### src/rtl/matrix_loader_pkg.sv
// ---------------------------------------------------------------------------
// matrix_loader_pkg
// Shared types and helpers for the matrix stream loader and its register
// banks.
//   state_t    : loader FSM states (LOAD_A, LOAD_B, RUN)
//   elem_t     : one matrix element at the default element width
//   cnt_width  : row/col counter width for a given matrix order (min 1 bit)
// ---------------------------------------------------------------------------
package matrix_loader_pkg;

    typedef enum logic [1:0] {
        LOAD_A = 2'd0,
        LOAD_B = 2'd1,
        RUN    = 2'd2
    } state_t;

    localparam int WIDTHX_DEFAULT = 4;

    typedef logic [WIDTHX_DEFAULT-1:0] elem_t;

    // $clog2(1) is 0, but a zero-width counter is not legal, so clamp to 1.
    function automatic int cnt_width(input int size);
        return (size > 1) ? $clog2(size) : 1;
    endfunction

endpackage

### src/rtl/matrix_reg_bank.sv
// ---------------------------------------------------------------------------
// matrix_reg_bank
// SIZE x SIZE array of WIDTHx-bit registers with a single write port
// addressed by row/col. Cleared by reset, otherwise holds its contents.
// Ports:
//   clock, nreset : clock (rising edge), asynchronous active-low reset
//   we            : write enable
//   wr_row/wr_col : write address
//   wr_data       : element stored unchanged
//   mat           : whole array, [row][col]
// ---------------------------------------------------------------------------
module matrix_reg_bank
    import matrix_loader_pkg::*;
#(
    parameter int WIDTHx = WIDTHX_DEFAULT,
    parameter int SIZE   = 3,
    localparam int CW    = cnt_width(SIZE)
) (
    input  logic                                  clock,
    input  logic                                  nreset,
    input  logic                                  we,
    input  logic [CW-1:0]                         wr_row,
    input  logic [CW-1:0]                         wr_col,
    input  logic [WIDTHx-1:0]                     wr_data,
    output logic [SIZE-1:0][SIZE-1:0][WIDTHx-1:0] mat
);

    // Address decode by comparison keeps the index width independent of SIZE
    // (a SIZE=1 array has no address bits to index with).
    always_ff @(posedge clock or negedge nreset) begin
        if (!nreset) begin
            mat <= '0;
        end else begin
            for (int r = 0; r < SIZE; r++) begin
                for (int c = 0; c < SIZE; c++) begin
                    if (we && (wr_row == CW'(r)) && (wr_col == CW'(c))) begin
                        mat[r][c] <= wr_data;
                    end
                end
            end
        end
    end

endmodule

### src/rtl/matrix_stream_loader.sv
// ---------------------------------------------------------------------------
// matrix_stream_loader
// Collects a serial valid/ready stream of elements (A row-major, then B
// row-major) into two SIZE x SIZE register arrays, then raises mm_valid_o to
// the systolic multiplier and holds the arrays frozen until mm_ready_i.
// Optional framing check: define LOADER_LAST_CHECK_EN to add in_last/err_o.
// Ports:
//   clock, nreset        : clock (rising edge), asynchronous active-low reset
//   in_valid/in_ready    : element stream handshake; in_data is the element
//   mm_valid_o           : job outstanding (high in RUN)
//   mm_ready_i           : multiplier finished, only honoured in RUN
//   a_matrix, b_matrix   : assembled operands, [row][col]
//   done_o               : one-cycle pulse after the job is released
//   busy_o               : loader holds a partial or complete job
//   in_last, err_o       : (LOADER_LAST_CHECK_EN) end-of-job marker, sticky
//                          framing error
// ---------------------------------------------------------------------------
module matrix_stream_loader
    import matrix_loader_pkg::*;
#(
    parameter int WIDTHx = WIDTHX_DEFAULT,
    parameter int SIZE   = 3
) (
    input  logic                                  clock,
    input  logic                                  nreset,
    input  logic                                  in_valid,
    output logic                                  in_ready,
    input  logic [WIDTHx-1:0]                     in_data,
    output logic                                  mm_valid_o,
    input  logic                                  mm_ready_i,
    output logic [SIZE-1:0][SIZE-1:0][WIDTHx-1:0] a_matrix,
    output logic [SIZE-1:0][SIZE-1:0][WIDTHx-1:0] b_matrix,
    output logic                                  done_o,
    output logic                                  busy_o
`ifdef LOADER_LAST_CHECK_EN
    ,
    input  logic                                  in_last,
    output logic                                  err_o
`endif
);

    localparam int            CW   = cnt_width(SIZE);
    localparam logic [CW-1:0] LAST = CW'(SIZE - 1);

    state_t        state, next_state;
    logic [CW-1:0] row, col;
    logic          accept;
    logic          last_elem;
    logic          drop;
    logic          we_a, we_b;

    assign accept    = in_valid && in_ready;
    assign last_elem = (row == LAST) && (col == LAST);

`ifdef LOADER_LAST_CHECK_EN
    logic frame_err;

    // in_last belongs only on the final B element. Early in_last abandons the
    // job; a missing in_last on the final element is flagged but the job runs.
    assign drop      = accept && in_last && !((state == LOAD_B) && last_elem);
    assign frame_err = accept && ((state == LOAD_A) ? in_last
                                                    : (in_last != last_elem));

    always_ff @(posedge clock or negedge nreset) begin
        if (!nreset) begin
            err_o <= 1'b0;
        end else if (frame_err) begin
            err_o <= 1'b1;
        end
    end
`else
    assign drop = 1'b0;
`endif

    // State register
    always_ff @(posedge clock or negedge nreset) begin
        if (!nreset) begin
            state <= LOAD_A;
        end else begin
            state <= next_state;
        end
    end

    // Next-state logic
    always_comb begin
        next_state = state;
        unique case (state)
            LOAD_A: begin
                if (accept && !drop && last_elem) next_state = LOAD_B;
            end
            LOAD_B: begin
                if (drop)                     next_state = LOAD_A;
                else if (accept && last_elem) next_state = RUN;
            end
            RUN: begin
                if (mm_ready_i) next_state = LOAD_A;
            end
            default: next_state = LOAD_A;
        endcase
    end

    // Outputs decoded from state. mm_valid_o comes straight off the state
    // register, so it rises with the edge that stores the last B element.
    always_comb begin
        in_ready   = (state != RUN);
        mm_valid_o = (state == RUN);
        busy_o     = (state != LOAD_A) || (row != '0) || (col != '0);
        we_a       = accept && !drop && (state == LOAD_A);
        we_b       = accept && !drop && (state == LOAD_B);
    end

    // Row/col write pointer, shared by both matrices.
    always_ff @(posedge clock or negedge nreset) begin
        if (!nreset) begin
            row <= '0;
            col <= '0;
        end else if (accept) begin
            if (last_elem || drop) begin
                row <= '0;
                col <= '0;
            end else if (col == LAST) begin
                col <= '0;
                row <= row + 1'b1;
            end else begin
                col <= col + 1'b1;
            end
        end else if ((state == RUN) && mm_ready_i) begin
            row <= '0;
            col <= '0;
        end
    end

    always_ff @(posedge clock or negedge nreset) begin
        if (!nreset) begin
            done_o <= 1'b0;
        end else begin
            done_o <= (state == RUN) && mm_ready_i;
        end
    end

    matrix_reg_bank #(.WIDTHx(WIDTHx), .SIZE(SIZE)) u_bank_a (
        .clock   (clock),
        .nreset  (nreset),
        .we      (we_a),
        .wr_row  (row),
        .wr_col  (col),
        .wr_data (in_data),
        .mat     (a_matrix)
    );

    matrix_reg_bank #(.WIDTHx(WIDTHx), .SIZE(SIZE)) u_bank_b (
        .clock   (clock),
        .nreset  (nreset),
        .we      (we_b),
        .wr_row  (row),
        .wr_col  (col),
        .wr_data (in_data),
        .mat     (b_matrix)
    );

endmodule
### config.mk
export PLATFORM = sky130hd
export DESIGN_NAME = matrix_stream_loader
export DESIGN_NICKNAME = d
export VERILOG_FILES = /design/src/rtl/matrix_loader_pkg.sv /design/src/rtl/matrix_reg_bank.sv /design/src/rtl/matrix_stream_loader.sv
export SDC_FILE = /design/constraint.sdc
export NUM_CORES = 1
export LEC_CHECK = 0
export ABC_AREA = 1
export BUFFER_PORTS_ARGS = -buffer_cell sky130_fd_sc_hd__buf_2
export CORE_MARGIN = 1
export CORE_UTILIZATION = 58
export CTS_CLUSTER_DIAMETER = 40
export DETAILED_ROUTE_END_ITERATION = 7
export HOLD_SLACK_MARGIN = 0.03
export MAX_ROUTING_LAYER = met4
export PLACE_DENSITY_LB_ADDON = 0.12
export SLEW_MARGIN = 20
export SYNTH_ARGS = -nofsm -noshare
export SYNTH_HDL_FRONTEND = slang
export SYNTH_HIERARCHICAL = 1
export SYNTH_SLANG_ARGS = --single-unit
### constraint.sdc
create_clock -name clock -period 3.38 [get_ports clock]
set_clock_uncertainty 0.15 [all_clocks]
set_input_delay 0.169 -clock clock [delete_from_list [all_inputs] [get_ports clock]]
set_output_delay 0.169 -clock clock [all_outputs]
set_load 0.01 [all_outputs]
==> results.json <==
{
  "cts-root-to-sink-buffers": 2,
  "post_synth_mux_area_share": 0,
  "residual_overflow_from_global_routing": 0,
  "cp_data_arrival_time_ns": 2.04,
  "postCtsSetupRepairBufs": 0,
  "critical_path.max_fanout": 24,
  "timing.critical_path.from_type": "flip-flop",
  "element_type_at_the_critical_path_end": "flip-flop",
  "relSlewSlack": 0.3452,
  "critPathTopFamily": "flip-flops",
  "totalWireLength_um": 8052,
  "std_cell_rows": 28,
  "worst_skew_pair.late_latency_ns": 0.34,
  "io_buffers": 83,
  "period_needed_ns": 1.961,
  "cts_resized": 0,
  "wl_per_cell_um": 13.62,
  "synth-adder-area-share": 0,
  "critical_path_buf_inv_count": 0,
  "netlist_area_mm2": 0.003586,
  "post_synthesis_sequential_element_count": 79,
  "layout-drive-gt1-share": 0.2287,
  "layout.nets": 520,
  "route.antenna.remaining_nets": 0,
  "dr_total_vias": 3077,
  "final_max_slew_viol_count": 0,
  "detailedPlacementHpwl_um": 5133,
  "synth_area_per_cell_um2": 8.320,
  "ys.warnings.count": 6,
  "clkSinkCount": 79,
  "postSynthNetCount": 439,
  "route.detailed.vias_per_inst": 5.206,
  "die_x_um": 80.63,
  "critical_path_class": "reg2reg",
  "antennaDiodeCount": 0,
  "grt_antenna_before_repair": 0,
  "design.core.area_mm2": 0.005956,
  "slowest_delay_ns": 0.93,
  "die_area_mm2": 0.006501,
  "max-cap-violations": 0,
  "placed_cell_area_mm2": 0.004025,
  "drc": 0,
  "hp-class": "in2reg",
  "final_design_area_no_fill_mm2": 0.004267,
  "setup-violations-final": 0,
  "final_setup_margin_ns": 1.419,
  "root_buffer": "clkbuf_8",
  "io_pins": 84,
  "hold_viol": 0,
  "regToRegSetupSlack_ns": 1.42,
  "tritoncts_buffer_count": 9,
  "first_pass_iters": 4,
  "run_status": "complete, no violations",
  "synth_top_family_by_area": "simple AND/OR/NAND/NOR gates",
  "worst_ir_drop_vdd_mv": 0.3997,
  "initial_utilization": 0.6021,
  "largest_net_degree_at_the_start_of_global_routing": 80,
  "measured_slew_at_the_worst_slew_check_pin_ns": 0.9823,
  "synth_area_leaders": "dfrtp_1 55%, nand2_1 20%, nand4_1 5.6%",
  "synth-simple-area-share": 0.3440,
  "h_tree_depth_reported_by_cts": 3,
  "path_cells": "nand3_2, o21bai_1, nand2_1",
  "number_of_cells_produced_by_synthesis": 431,
  "power_per_cell_area_mw_per_mm2": 819.9,
  "tritoncts": "built",
  "netlist.top_cell.by_area": "dfrtp_1",
  "layout.cells.most_common": "nand2_1",
  "grt_pass1_wl_um": 12950,
  "grt_pass1_vias": 2778,
  "clk_transition_reported_paths_ns": 0.08,
  "area_delta_synth_final_pct": 18.98,
  "final.period_utilization": 0.5801,
  "critPathRequiredTime_ns": 3.45,
  "layout_common_cells": "193 x nand2_1, 82 x buf_2, 79 x dfrtp_1",
  "grt_setup_unrepaired": "false",
  "post_synth_xor_area_fraction": 0,
  "placement.setup.worst_slack_ns": 1.464,
  "global_route.usage.total": 0.2728,
  "fraction_of_the_mapped_netlist_area_in_compound_gates": 0.03978,
  "synth_top_cell_area_share": 0.5513,
  "ys_types": 19,
  "seq_area_frac_synth": 0.5513,
  "timing.setup.tns_ns": 0,
  "gpl.final_weighted_congestion": 0.7697,
  "p_leak_nw": 2.403,
  "drtIter0Drc": 220,
  "utilization": 0.7164,
  "total_power_mw": 3.498,
  "timing.fmax_mhz": 510.0,
  "slowest_stage": "dfrtp_1",
  "cts-hold-fix-buffers": 3,
  "die_height_um": 80.63
}
[path summary, 6_finish.rpt]
kind | startpoint | end | depth (start not counted)
min reg2reg | u_bank_a/mat[0]$_DFFE_PN0P_ | u_bank_a/mat[0]$_DFFE_PN0P_ | 2
min | in_data[1] | u_bank_b/mat[21]$_DFFE_PN0P_ | 3
max in group asynchronous | nreset | u_bank_b/mat[12]$_DFFE_PN0P_ | 2
max | row[0]$_DFFE_PN0P_ | u_bank_b/mat[19]$_DFFE_PN0P_ | 3
min in group asynchronous | nreset | u_bank_a/mat[1]$_DFFE_PN0P_ | 2
max reg2reg | row[0]$_DFFE_PN0P_ | u_bank_b/mat[19]$_DFFE_PN0P_ | 3
[cell families after synthesis]
| logic type | count (synthesis) |
|---|---|
| buffers and inverters | 54 |
| AO/OA/AOI/OAI | 20 |
| flip-flops | 79 |
| AND/OR/NAND/NOR | 278 |
[layout make-up]
cell class | count | area, µm²
flip-flops and latches | 79 | 1977
well taps | 75 | 93.84
repair buffers | 88 | 462.9
clock buffers | 11 | 141.4
fillers | 477 | 1689
inverters | 36 | 135.1
clock inverters | 4 | 70.07
multi-input cells | 298 | 1386
[registers in the layout (all words and copies together), names as in the netlist]
signal,count
u_bank_a/mat,36
state,2
u_bank_b/mat,36
done_o,1
col,2
row,2
[power breakdown]
group | total (mW) | switching (mW) | internal, mW
combinational | 1.22 | 0.754 | 0.469
clock | 0.761 | 0.330 | 0.430
sequential | 1.51 | 0.238 | 1.28
[per-layer routing]
layer / GRT usage / wire length, µm
met5: - / 0
met1: 0.3571 / 3607
met4: 0.08929 / 59
met3: 0.06477 / 495
met2: 0.4186 / 3890
[Yosys cell counts, drive strengths merged]
cell and n:
nor3 3, o21ai 2, o21bai 16, nand3 21
buf 8, nor2 27, dfrtp 79, inv 36
a22oi 1, a21oi 1, nand4 32, clkbuf 10
nand2 195
[worst min-delay path: stages]
cell and delay, ns:
buf_2 0.24, nand2_1 0.12, nand2_1 0.04
[through the flow]
step	instances	hold slack, ns
4_1_cts	591	0.09580
3_3_place_gp	573	0.2252
5_1_grt	591	0.1016
2_1_floorplan	431	-0.2766
6_report	591	0.1094
3_5_place_dp	573	0.2370
Power figures use the tool's default switching activity.
